[config.mk]
export PLATFORM = sky130hd
export DESIGN_NAME = dff_ram_arbiter
export DESIGN_NICKNAME = d
export VERILOG_FILES = /design/src/rtl/dff_ram_pkg.sv /design/src/rtl/rr_arb2.sv /design/src/rtl/dff_ram_arbiter.sv
export SDC_FILE = /design/constraint.sdc
export NUM_CORES = 1
export LEC_CHECK = 0
export CAP_MARGIN = 40
export CELL_PAD_IN_SITES_DETAIL_PLACEMENT = 0
export CELL_PAD_IN_SITES_GLOBAL_PLACEMENT = 1
export CORE_AREA = 4 4 146 148
export DETAILED_ROUTE_END_ITERATION = 10
export DIE_AREA = 0 0 150 152
export GPL_TIMING_DRIVEN = 0
export MAX_ROUTING_LAYER = met4
export PLACE_DENSITY = 0.77
export RECOVER_POWER = 50
export SETUP_SLACK_MARGIN = 0.2
export SYNTH_ARGS = -nofsm -noshare
export SYNTH_HDL_FRONTEND = slang
export SYNTH_SLANG_ARGS = --single-unit
[constraint.sdc]
create_clock -name clk -period 1.96 [get_ports clk]
set_input_delay 0.294 -clock clk [delete_from_list [all_inputs] [get_ports clk]]
set_output_delay 0.294 -clock clk [all_outputs]
set_load 0.01 [all_outputs]
[src/rtl/dff_ram_pkg.sv]
`default_nettype none
// ============================================================================
// Module      : dff_ram_pkg
// Description : Shared types and default sizes for the two-requester DFF RAM
//               arbiter slice (state encoding, requester identifiers).
// Ports       : none (package)
// Revision    : 1.0 - initial release
// ============================================================================
package dff_ram_pkg;

    localparam int c_ADDR_W_DEFAULT = 2;
    localparam int c_DATA_W_DEFAULT = 72;

    typedef enum logic [0:0] {
        CLEAR = 1'b0,
        RUN   = 1'b1
    } state_t;

    typedef enum logic [0:0] {
        REQ_A = 1'b0,
        REQ_B = 1'b1
    } req_id_t;

endpackage : dff_ram_pkg
`default_nettype wire

[src/rtl/rr_arb2.sv]
`default_nettype none
// ============================================================================
// Module      : rr_arb2
// Description : Two-way round-robin arbiter. Grant is combinational from the
//               request vector; the tie-break priority flips to the other
//               requester whenever a grant is consumed (advance=1).
// Ports       : clk, rst          - clock, synchronous active-high reset
//               req[1:0]          - request vector (bit0 = A, bit1 = B)
//               advance           - the current grant was accepted
//               gnt[1:0]          - one-hot grant (zero when no request)
// Revision    : 1.0 - initial release
// ============================================================================
module rr_arb2 (
    input  logic       clk,
    input  logic       rst,
    input  logic [1:0] req,
    input  logic       advance,
    output logic [1:0] gnt
);

    // 1 means B wins the next tie; after reset A has priority.
    logic r_prio_b;

    always_comb begin
        gnt = 2'b00;
        if (req == 2'b11) begin
            gnt = r_prio_b ? 2'b10 : 2'b01;
        end else begin
            gnt = req;
        end
    end

    always_ff @(posedge clk) begin
        if (rst) begin
            r_prio_b <= 1'b0;
        end else if (advance && (gnt != 2'b00)) begin
            // Whoever was just served loses the next tie.
            r_prio_b <= gnt[0];
        end
    end

endmodule : rr_arb2
`default_nettype wire

[src/rtl/dff_ram_arbiter.sv]
`default_nettype none
// ============================================================================
// Module      : dff_ram_arbiter
// Description : Shares one single-port DFF RAM between requesters A and B.
//               After reset the RAM is swept to zero; then commands are
//               arbitrated round-robin and re-registered onto the RAM pins.
//               Read data returns to the issuer two cycles after acceptance.
// Ports       : clk, rst                         - clock, sync active-high reset
//               a_req_valid/ready/wr/addr/data   - requester A command
//               a_rsp_valid                      - A read-result strobe
//               b_req_valid/ready/wr/addr/data   - requester B command
//               b_rsp_valid                      - B read-result strobe
//               rsp_data                         - shared read data (ram_rdata)
//               init_done                        - clear sweep complete
//               ram_enb/wr/addr/wdata            - registered RAM command
//               ram_rdata                        - RAM registered read data
// Revision    : 1.0 - initial release
// ============================================================================
module dff_ram_arbiter
    import dff_ram_pkg::*;
#(
    parameter int ADDR_W = c_ADDR_W_DEFAULT,
    parameter int DATA_W = c_DATA_W_DEFAULT
) (
    input  logic              clk,
    input  logic              rst,

    input  logic              a_req_valid,
    output logic              a_req_ready,
    input  logic              a_req_wr,
    input  logic [ADDR_W-1:0] a_req_addr,
    input  logic [DATA_W-1:0] a_req_data,
    output logic              a_rsp_valid,

    input  logic              b_req_valid,
    output logic              b_req_ready,
    input  logic              b_req_wr,
    input  logic [ADDR_W-1:0] b_req_addr,
    input  logic [DATA_W-1:0] b_req_data,
    output logic              b_rsp_valid,

    output logic [DATA_W-1:0] rsp_data,
    output logic              init_done,

    output logic              ram_enb,
    output logic              ram_wr,
    output logic [ADDR_W-1:0] ram_addr,
    output logic [DATA_W-1:0] ram_wdata,
    input  logic [DATA_W-1:0] ram_rdata
);

    localparam int              c_DEPTH    = 2 ** ADDR_W;
    localparam logic [0:0]      c_ST_CLEAR = 1'(CLEAR);
    localparam logic [0:0]      c_ST_RUN   = 1'(RUN);
    localparam logic [ADDR_W:0] c_CLR_LAST = (ADDR_W + 1)'(c_DEPTH - 1);

    logic [0:0]        r_state;
    logic [ADDR_W:0]   r_clr_cnt;
    logic              r_init_done;

    logic              r_ram_enb;
    logic              r_ram_wr;
    logic [ADDR_W-1:0] r_ram_addr;
    logic [DATA_W-1:0] r_ram_wdata;

    // In-flight read tracking: stage 1 lines up with the RAM command,
    // stage 2 with the registered RAM read data.
    logic              r_s1_v;
    req_id_t           r_s1_id;
    logic              r_s2_v;
    req_id_t           r_s2_id;

    logic [1:0]        w_req;
    logic [1:0]        w_gnt;
    logic              w_acc;
    logic              w_sel_b;
    logic              w_acc_wr;
    logic [ADDR_W-1:0] w_acc_addr;
    logic [DATA_W-1:0] w_acc_data;

    // No requests reach the arbiter until the sweep is done, so neither
    // ready can rise and the pointer cannot move during CLEAR.
    assign w_req = {b_req_valid, a_req_valid} & {2{r_init_done}};

    rr_arb2 u_arb (
        .clk     (clk),
        .rst     (rst),
        .req     (w_req),
        .advance (w_acc),
        .gnt     (w_gnt)
    );

    // A grant implies a valid request, so any grant is an accept.
    assign w_acc       = |w_gnt;
    assign w_sel_b     = w_gnt[1];
    assign a_req_ready = w_gnt[0];
    assign b_req_ready = w_gnt[1];

    assign w_acc_wr   = w_sel_b ? b_req_wr   : a_req_wr;
    assign w_acc_addr = w_sel_b ? b_req_addr : a_req_addr;
    assign w_acc_data = w_sel_b ? b_req_data : a_req_data;

    always_ff @(posedge clk) begin
        if (rst) begin
            r_state     <= c_ST_CLEAR;
            r_clr_cnt   <= '0;
            r_init_done <= 1'b0;
            r_ram_enb   <= 1'b0;
            r_ram_wr    <= 1'b0;
            r_ram_addr  <= '0;
            r_ram_wdata <= '0;
            r_s1_v      <= 1'b0;
            r_s1_id     <= REQ_A;
            r_s2_v      <= 1'b0;
            r_s2_id     <= REQ_A;
        end else begin
            r_s1_v  <= w_acc & ~w_acc_wr;
            r_s1_id <= w_sel_b ? REQ_B : REQ_A;
            r_s2_v  <= r_s1_v;
            r_s2_id <= r_s1_id;

            // init_done trails the CLEAR->RUN transition by one cycle so the
            // last sweep write is on the pins before any requester is served.
            if (r_state == c_ST_RUN) begin
                r_init_done <= 1'b1;
            end

            case (r_state)
                c_ST_CLEAR: begin
                    r_ram_enb   <= 1'b1;
                    r_ram_wr    <= 1'b1;
                    r_ram_addr  <= r_clr_cnt[ADDR_W-1:0];
                    r_ram_wdata <= '0;
                    r_clr_cnt   <= r_clr_cnt + 1'b1;
                    if (r_clr_cnt == c_CLR_LAST) begin
                        r_state <= c_ST_RUN;
                    end
                end
                c_ST_RUN: begin
                    // Idle cycles drop enable but keep the last command fields.
                    r_ram_enb <= w_acc;
                    if (w_acc) begin
                        r_ram_wr    <= w_acc_wr;
                        r_ram_addr  <= w_acc_addr;
                        r_ram_wdata <= w_acc_data;
                    end
                end
                default: begin
                    r_state <= c_ST_CLEAR;
                end
            endcase
        end
    end

    assign init_done   = r_init_done;
    assign ram_enb     = r_ram_enb;
    assign ram_wr      = r_ram_wr;
    assign ram_addr    = r_ram_addr;
    assign ram_wdata   = r_ram_wdata;
    assign a_rsp_valid = r_s2_v & (r_s2_id == REQ_A);
    assign b_rsp_valid = r_s2_v & (r_s2_id == REQ_B);
    assign rsp_data    = ram_rdata;

endmodule : dff_ram_arbiter
`default_nettype wire

==> flow_metrics.env, run 1 <==
export IMPL_synth_nets=675
export IMPL_cts_buffer_depth=2
export IMPL_initial_core_util=0.204
export IMPL_required_ns=2.24
export IMPL_path_max_fanout=10
export IMPL_min_path_type="register to register"
export IMPL_grt_max_degree=15
export IMPL_synth_adder_area_share=0.00611
export IMPL_die_area_sq_um=22800
export IMPL_wl_mm=15.8
export IMPL_dp_worst_setup_slack_ns=-0.344
export IMPL_cap_viol_max_count=0
export IMPL_avgRoutedWirePerCell_um=15.2
export IMPL_clk_latency_ns=0.34
export IMPL_grt_antenna_before_repair=0
export IMPL_numPortBuffers=306
export IMPL_synth_simple_area_share=0.103
export IMPL_crit_slowest_cell="dlygate4sd3_1"
export IMPL_synth_cells=447
export IMPL_dpl_cell_area_sq_um=7490
export IMPL_netlist_area_sq_um=4090
export IMPL_yosys_area_top_type="dfxtp_1"
export IMPL_cts_reportedPaths_clkPinSlew_ns=0.07
export IMPL_io_pins=379
export IMPL_fmax_mhz=580
export IMPL_cts_tree="built"
export IMPL_vias=4105
export IMPL_synth_area_leaders="dfxtp_1 42%, mux2i_1 18%, buf_4 15%"
export IMPL_nFillCells=2035
export IMPL_layout_drive_gt1_share=0.153
export IMPL_path_class="input pin to register"
export IMPL_max_vdd_ir_drop_v=0.000371
export IMPL_layout_common_cells="197 x clkdlybuf4s50_1, 105 x dlygate4sd3_1, 85 x dfxtp_1"
export IMPL_hpwlAfterDp_mm=12.8
export IMPL_finalNonFillerCells=1040
export IMPL_ys_seq_area_frac=0.421
export IMPL_finalCriticalPeriod_ns=1.72
export IMPL_clock_skew_ns=0.00714
export IMPL_cts_sinks=86
export IMPL_grt_overflow=0
export IMPL_cts_hold_buf=0
export IMPL_yosysWarnings=0
export IMPL_ys_ff_latch=86
export IMPL_synth_top_family_by_area="multiplexers"
export IMPL_grtUsageTotal=0.134
export IMPL_ys_types=28
export IMPL_die_h_um=152
export IMPL_tightest_slew_ns=0.458
export IMPL_final_cell_area_sq_um=7850
export IMPL_numCtsBuffers=9
export IMPL_drt_iter0_drc=66
export IMPL_power_density_nw_per_um2=582
export IMPL_grt_pass1_wl_mm=23.0
export IMPL_cts_root_buffer="clkbuf_16"
export IMPL_cp_slowest_stage_delay_ns=0.63
export IMPL_synthXorXnorAreaFrac=0.00214
export IMPL_period_share=0.879
export IMPL_finalHoldViolations=0
export IMPL_nets=993
export IMPL_grt_pass1_vias=4155
export IMPL_synth_compound_area_frac=0.107
export IMPL_rsz0062_at_grt="true"
export IMPL_power_leakage_nw=3.62
export IMPL_drc=0
export IMPL_hold_ws_ns=0.437
export IMPL_syn_avg_cell_area_sq_um=9.16
export IMPL_dpl_cell_count=1023
export IMPL_dr_pass1_iters=4
export IMPL_outcome="finished clean"
export IMPL_synthMuxAreaShare=0.181
export IMPL_largest_register_ffs=72
export IMPL_ant_nets=0
export IMPL_path_cells="dlygate4sd3_1 > or3b_1 > clkbuf_2 > buf_6 > o21ai_1"
export IMPL_die_w_um=150
export IMPL_slew_violations=0
export IMPL_gp_congestion=0.734
export IMPL_layout_setup_ws_ns=0.237
export IMPL_via_per_inst=3.95
export IMPL_end_kind="register"
export IMPL_num_antenna_cells=0
export IMPL_synthToLayoutAreaGrowth_pct=91.8
export IMPL_final_setup_viol_count=0
export IMPL_max_slew_margin_rel=0.695
export IMPL_fin_tns_setup_ns=0
export IMPL_final_common_cell="clkdlybuf4s50_1"
export IMPL_crit_arrival_ns=2.00
export IMPL_rows=52
export IMPL_start_kind="input pin"
export IMPL_synth_top_area_frac=0.421
export IMPL_h_tree_depth=3
export IMPL_core_sq_um=20000
cells by family after synthesis:
group,after synthesis
adder cells (fa/ha/maj),2
AO/OA/AOI/OAI,84
buffers and inverters,101
flip-flops,86
XOR/XNOR,1
AND/OR/NAND/NOR,99
multiplexers,74
final cells by class:
type	instances	area, sq um	area share
Sequential cell	86	1720	0.219
Clock buffer	11	243	0.0309
Inverter	2	7.51	0.000956
Tap cell	270	338	0.0430
Clock inverter	5	82.6	0.0105
Multi-Input combinational cell	260	1640	0.209
Buffer	99	748	0.0953
Timing Repair Buffer	307	3070	0.391
cells in the mapped netlist:
cell	number
a21oi_1	5
a311oi_1	2
a31oi_1	1
and2_1	1
and3b_1	3
buf_1	1
buf_2	4
buf_4	80
buf_6	7
clkbuf_1	7
dfxtp_1	86
ha_1	2
inv_1	2
mux2i_1	74
nand2_1	75
nand2b_1	3
nand3_1	1
nand3b_1	1
nor2_1	9
nor2b_1	4
o2111ai_1	1
o21ai_0	4
o21ai_1	69
o21ai_2	1
o22ai_1	1
or3b_1	1
or3b_2	1
xor2_1	1
final timing paths:
kind | from | to | slack, ns | cells after the start
worst max-delay path | rst | ram_wdata[57]$_SDFFE_PP0P_ | 0.24 | 5
worst min-delay path | r_s1_id$_SDFF_PP0_ | r_s2_id$_SDFF_PP0_ | 0.44 | 1
worst max register to register | init_done$_SDFFE_PP0P_ | ram_wdata[57]$_SDFFE_PP0P_ | 0.27 | 6
worst min register to register | r_s1_id$_SDFF_PP0_ | r_s2_id$_SDFF_PP0_ | 0.44 | 1
critical path: cells and delay by family:
family / cells / cell delay [ns]
buffers and inverters: 3 / 1.17
and+or+nand+nor: 1 / 0.39
AOI/OAI and AO/OA: 1 / 0.13
power by group:
part / leakage (nW) / internal, mW / switching, mW
Clock: 0.160 / 1.16 / 0.729
Combinational: 2.77 / 0.587 / 0.298
Sequential: 0.695 / 1.78 / 0.0200
metrics by stage:
stage | utilization | power [mW]
after floorplan | - | 2.20
after global placement | 0.374 | 2.76
after detailed placement | 0.374 | 2.77
after CTS | 0.391 | 4.70
after global routing | 0.392 | 4.80
final | 0.392 | 4.57
metal layers:
layer,global-route usage,vias up,wire length [um]
li1,-,2079,-
met1,0.156,1807,6460
met2,0.225,204,7580
met3,0.0357,15,1500
met4,0.0427,0,229
met5,-,-,0
repair_timing:
action / 4_1_cts / 5_1_grt
pin swaps: 0 / 1
gates cloned: 0 / 0
gates resized for setup: 9 / 15
setup endpoints to repair: 72 / 61
setup buffers: 0 / 1
Note: power is estimated with default switching activity, not from simulation.
==> run 2: changes to the inputs <==
CORE_AREA = not set   (was 4 4 146 148)
CORE_ASPECT_RATIO = 1.75   (was not set)
CORE_MARGIN = 4   (was not set)
CORE_UTILIZATION = 20   (was not set)
DIE_AREA = not set   (was 0 0 150 152)
PLACE_DENSITY = 0.75   (was 0.77)
clock period = 1.8 ns   (was 1.96 ns; I/O delays follow)
==> run 2 against run 1 <==
Power rose by 2.3%. Setup slack got worse by 0.064 ns. Via count rose by 2.7%. Register-to-register slack got worse by 0.06 ns. Critical path depth did not move. Design area fell by 0.41%. Worst hold slack improved by 0.0059 ns. Utilization fell by 0.48 points. Clock power fell by 9%. Largest cell class unchanged.
==> flow_metrics.env, run 2 (synthesis gave the netlist of run 1 again) <==
export IMPL_drt_iter0_drc=59
export IMPL_wl_mm=16.6
export IMPL_num_antenna_cells=0
export IMPL_nFillCells=2103
export IMPL_vias=4214
export IMPL_h_tree_depth=3
export IMPL_rsz0062_at_grt="true"
export IMPL_power_density_nw_per_um2=598
export IMPL_final_cell_area_sq_um=7820
export IMPL_crit_arrival_ns=1.36
export IMPL_avgRoutedWirePerCell_um=16.3
export IMPL_finalNonFillerCells=1018
export IMPL_final_common_cell="clkdlybuf4s50_1"
export IMPL_slew_violations=0
export IMPL_cts_root_buffer="clkbuf_16"
export IMPL_nets=994
export IMPL_path_max_fanout=5
export IMPL_cts_sinks=86
export IMPL_period_share=0.904
export IMPL_finalCriticalPeriod_ns=1.63
export IMPL_cap_viol_max_count=0
export IMPL_required_ns=1.53
export IMPL_layout_drive_gt1_share=0.164
export IMPL_grt_max_degree=14
export IMPL_max_vdd_ir_drop_v=0.000360
export IMPL_final_setup_viol_count=0
export IMPL_clk_latency_ns=0.33
export IMPL_largest_register_ffs=72
export IMPL_grtUsageTotal=0.141
export IMPL_grt_pass1_vias=4356
export IMPL_tightest_slew_ns=0.458
export IMPL_start_kind="register"
export IMPL_outcome="finished clean"
export IMPL_numPortBuffers=306
export IMPL_r2r_setup_slack_ns=0.21
export IMPL_cts_tree="built"
export IMPL_cts_hold_buf=0
export IMPL_hpwlAfterDp_mm=13.7
export IMPL_synthToLayoutAreaGrowth_pct=91.0
export IMPL_register_area_sq_um=1720
export IMPL_drc=0
export IMPL_grt_overflow=0
export IMPL_clock_skew_ns=0.00626
export IMPL_numCtsBuffers=9
export IMPL_finalHoldViolations=0
export IMPL_rows=69
export IMPL_power_leakage_nw=3.56
export IMPL_layout_common_cells="200 x clkdlybuf4s50_1, 98 x dlygate4sd3_1, 85 x dfxtp_1"
export IMPL_io_pins=379
export IMPL_dpl_cell_count=1001
export IMPL_finish_utilization=0.387
export IMPL_initial_core_util=0.203
export IMPL_via_per_inst=4.14
export IMPL_ant_nets=0
export IMPL_core_sq_um=20200
export IMPL_die_w_um=116
export IMPL_dr_pass1_iters=4
export IMPL_gp_congestion=0.836
export IMPL_die_area_sq_um=22900
export IMPL_min_path_type="register to register"
export IMPL_dpl_cell_area_sq_um=7470
export IMPL_cts_buffer_depth=2
export IMPL_grt_pass1_wl_mm=23.5
export IMPL_die_h_um=197
export IMPL_cts_reportedPaths_clkPinSlew_ns=0.07
export IMPL_grt_antenna_before_repair=0
export IMPL_max_slew_margin_rel=0.695
export IMPL_end_kind="output pin"
export IMPL_path_class="register to output pin"
export IMPL_multiInputGateArea_sq_um=1680
export IMPL_fmax_mhz=615
run 2: cell count changes in the layout (fill, tap and decap cells not counted), sizes merged:
| cell | previous run | this run |
|---|---|---|
| clkbuf | 20 | 19 |
| clkinv | 3 | 2 |
| buf | 91 | 96 |
| clkdlybuf4s50 | 197 | 200 |
| dlygate4sd3 | 105 | 98 |
| bufinv | 2 | 0 |
| clkinvlp | 0 | 2 |
| dlygate4sd2 | 3 | 5 |
| clkdlybuf4s15 | 1 | 0 |
run 2: report_power, final:
part / switching, mW / internal [mW] / leakage (nW)
registers: 0.0267 / 1.94 / 0.695
clock network: 0.782 / 0.926 / 0.121
logic: 0.348 / 0.653 / 2.74
run 2: layout make-up:
type	count	share of cell area
Clock buffer	11	0.0298
Buffer	99	0.100
Inverter	2	0.000960
Tap cell	248	0.0397
Timing Repair Buffer	308	0.391
Clock inverter	4	0.00320
Multi-Input combinational cell	260	0.215
Sequential cell	86	0.220
run 2: per-stage QoR:
step                setup slack, ns  hold WS (ns)  power [mW]  setup TNS [ns]
floorplan                     0.389         0.342        2.40               0
global placement             -0.569         0.421        3.04          -26.13
detailed placement           -0.564         0.429        3.04          -26.23
CTS                          0.0383         0.443        4.80               0
global route                 0.0945         0.463        4.92               0
finish                        0.173         0.443        4.67               0
run 2: final timing paths:
check                              start                         end  cells past startpoint
min           ram_wdata[53]$_SDFFE_PP0P_  ram_wdata[53]$_SDFFE_PP0P_                      2
max          u_arb.r_prio_b$_SDFFE_PP0P_                 b_req_ready                      5
max reg2reg  u_arb.r_prio_b$_SDFFE_PP0P_  ram_wdata[12]$_SDFFE_PP0P_                      6
min reg2reg   ram_wdata[53]$_SDFFE_PP0P_  ram_wdata[53]$_SDFFE_PP0P_                      2
run 2: worst max-delay path, stage by stage, from the launching register on:
cell and delay (ns):
dfxtp_1 0.40, nand2b_4 0.18, nand3_4 0.12, buf_12 0.16, inv_1 0.04, clkbuf_2 0.12
run 2: repair_timing:
action | 4_1_cts | 5_1_grt
gates resized for setup | 26 | 23
setup endpoints to repair | 76 | 73
setup buffers | 1 | 1
run 2: metal layers:
metal,vias up,track usage,part of all wire
li1,2066,-,-
met1,1864,0.133,0.33
met2,268,0.273,0.55
met3,16,0.0328,0.094
met4,0,0.0434,0.020
met5,-,-,0
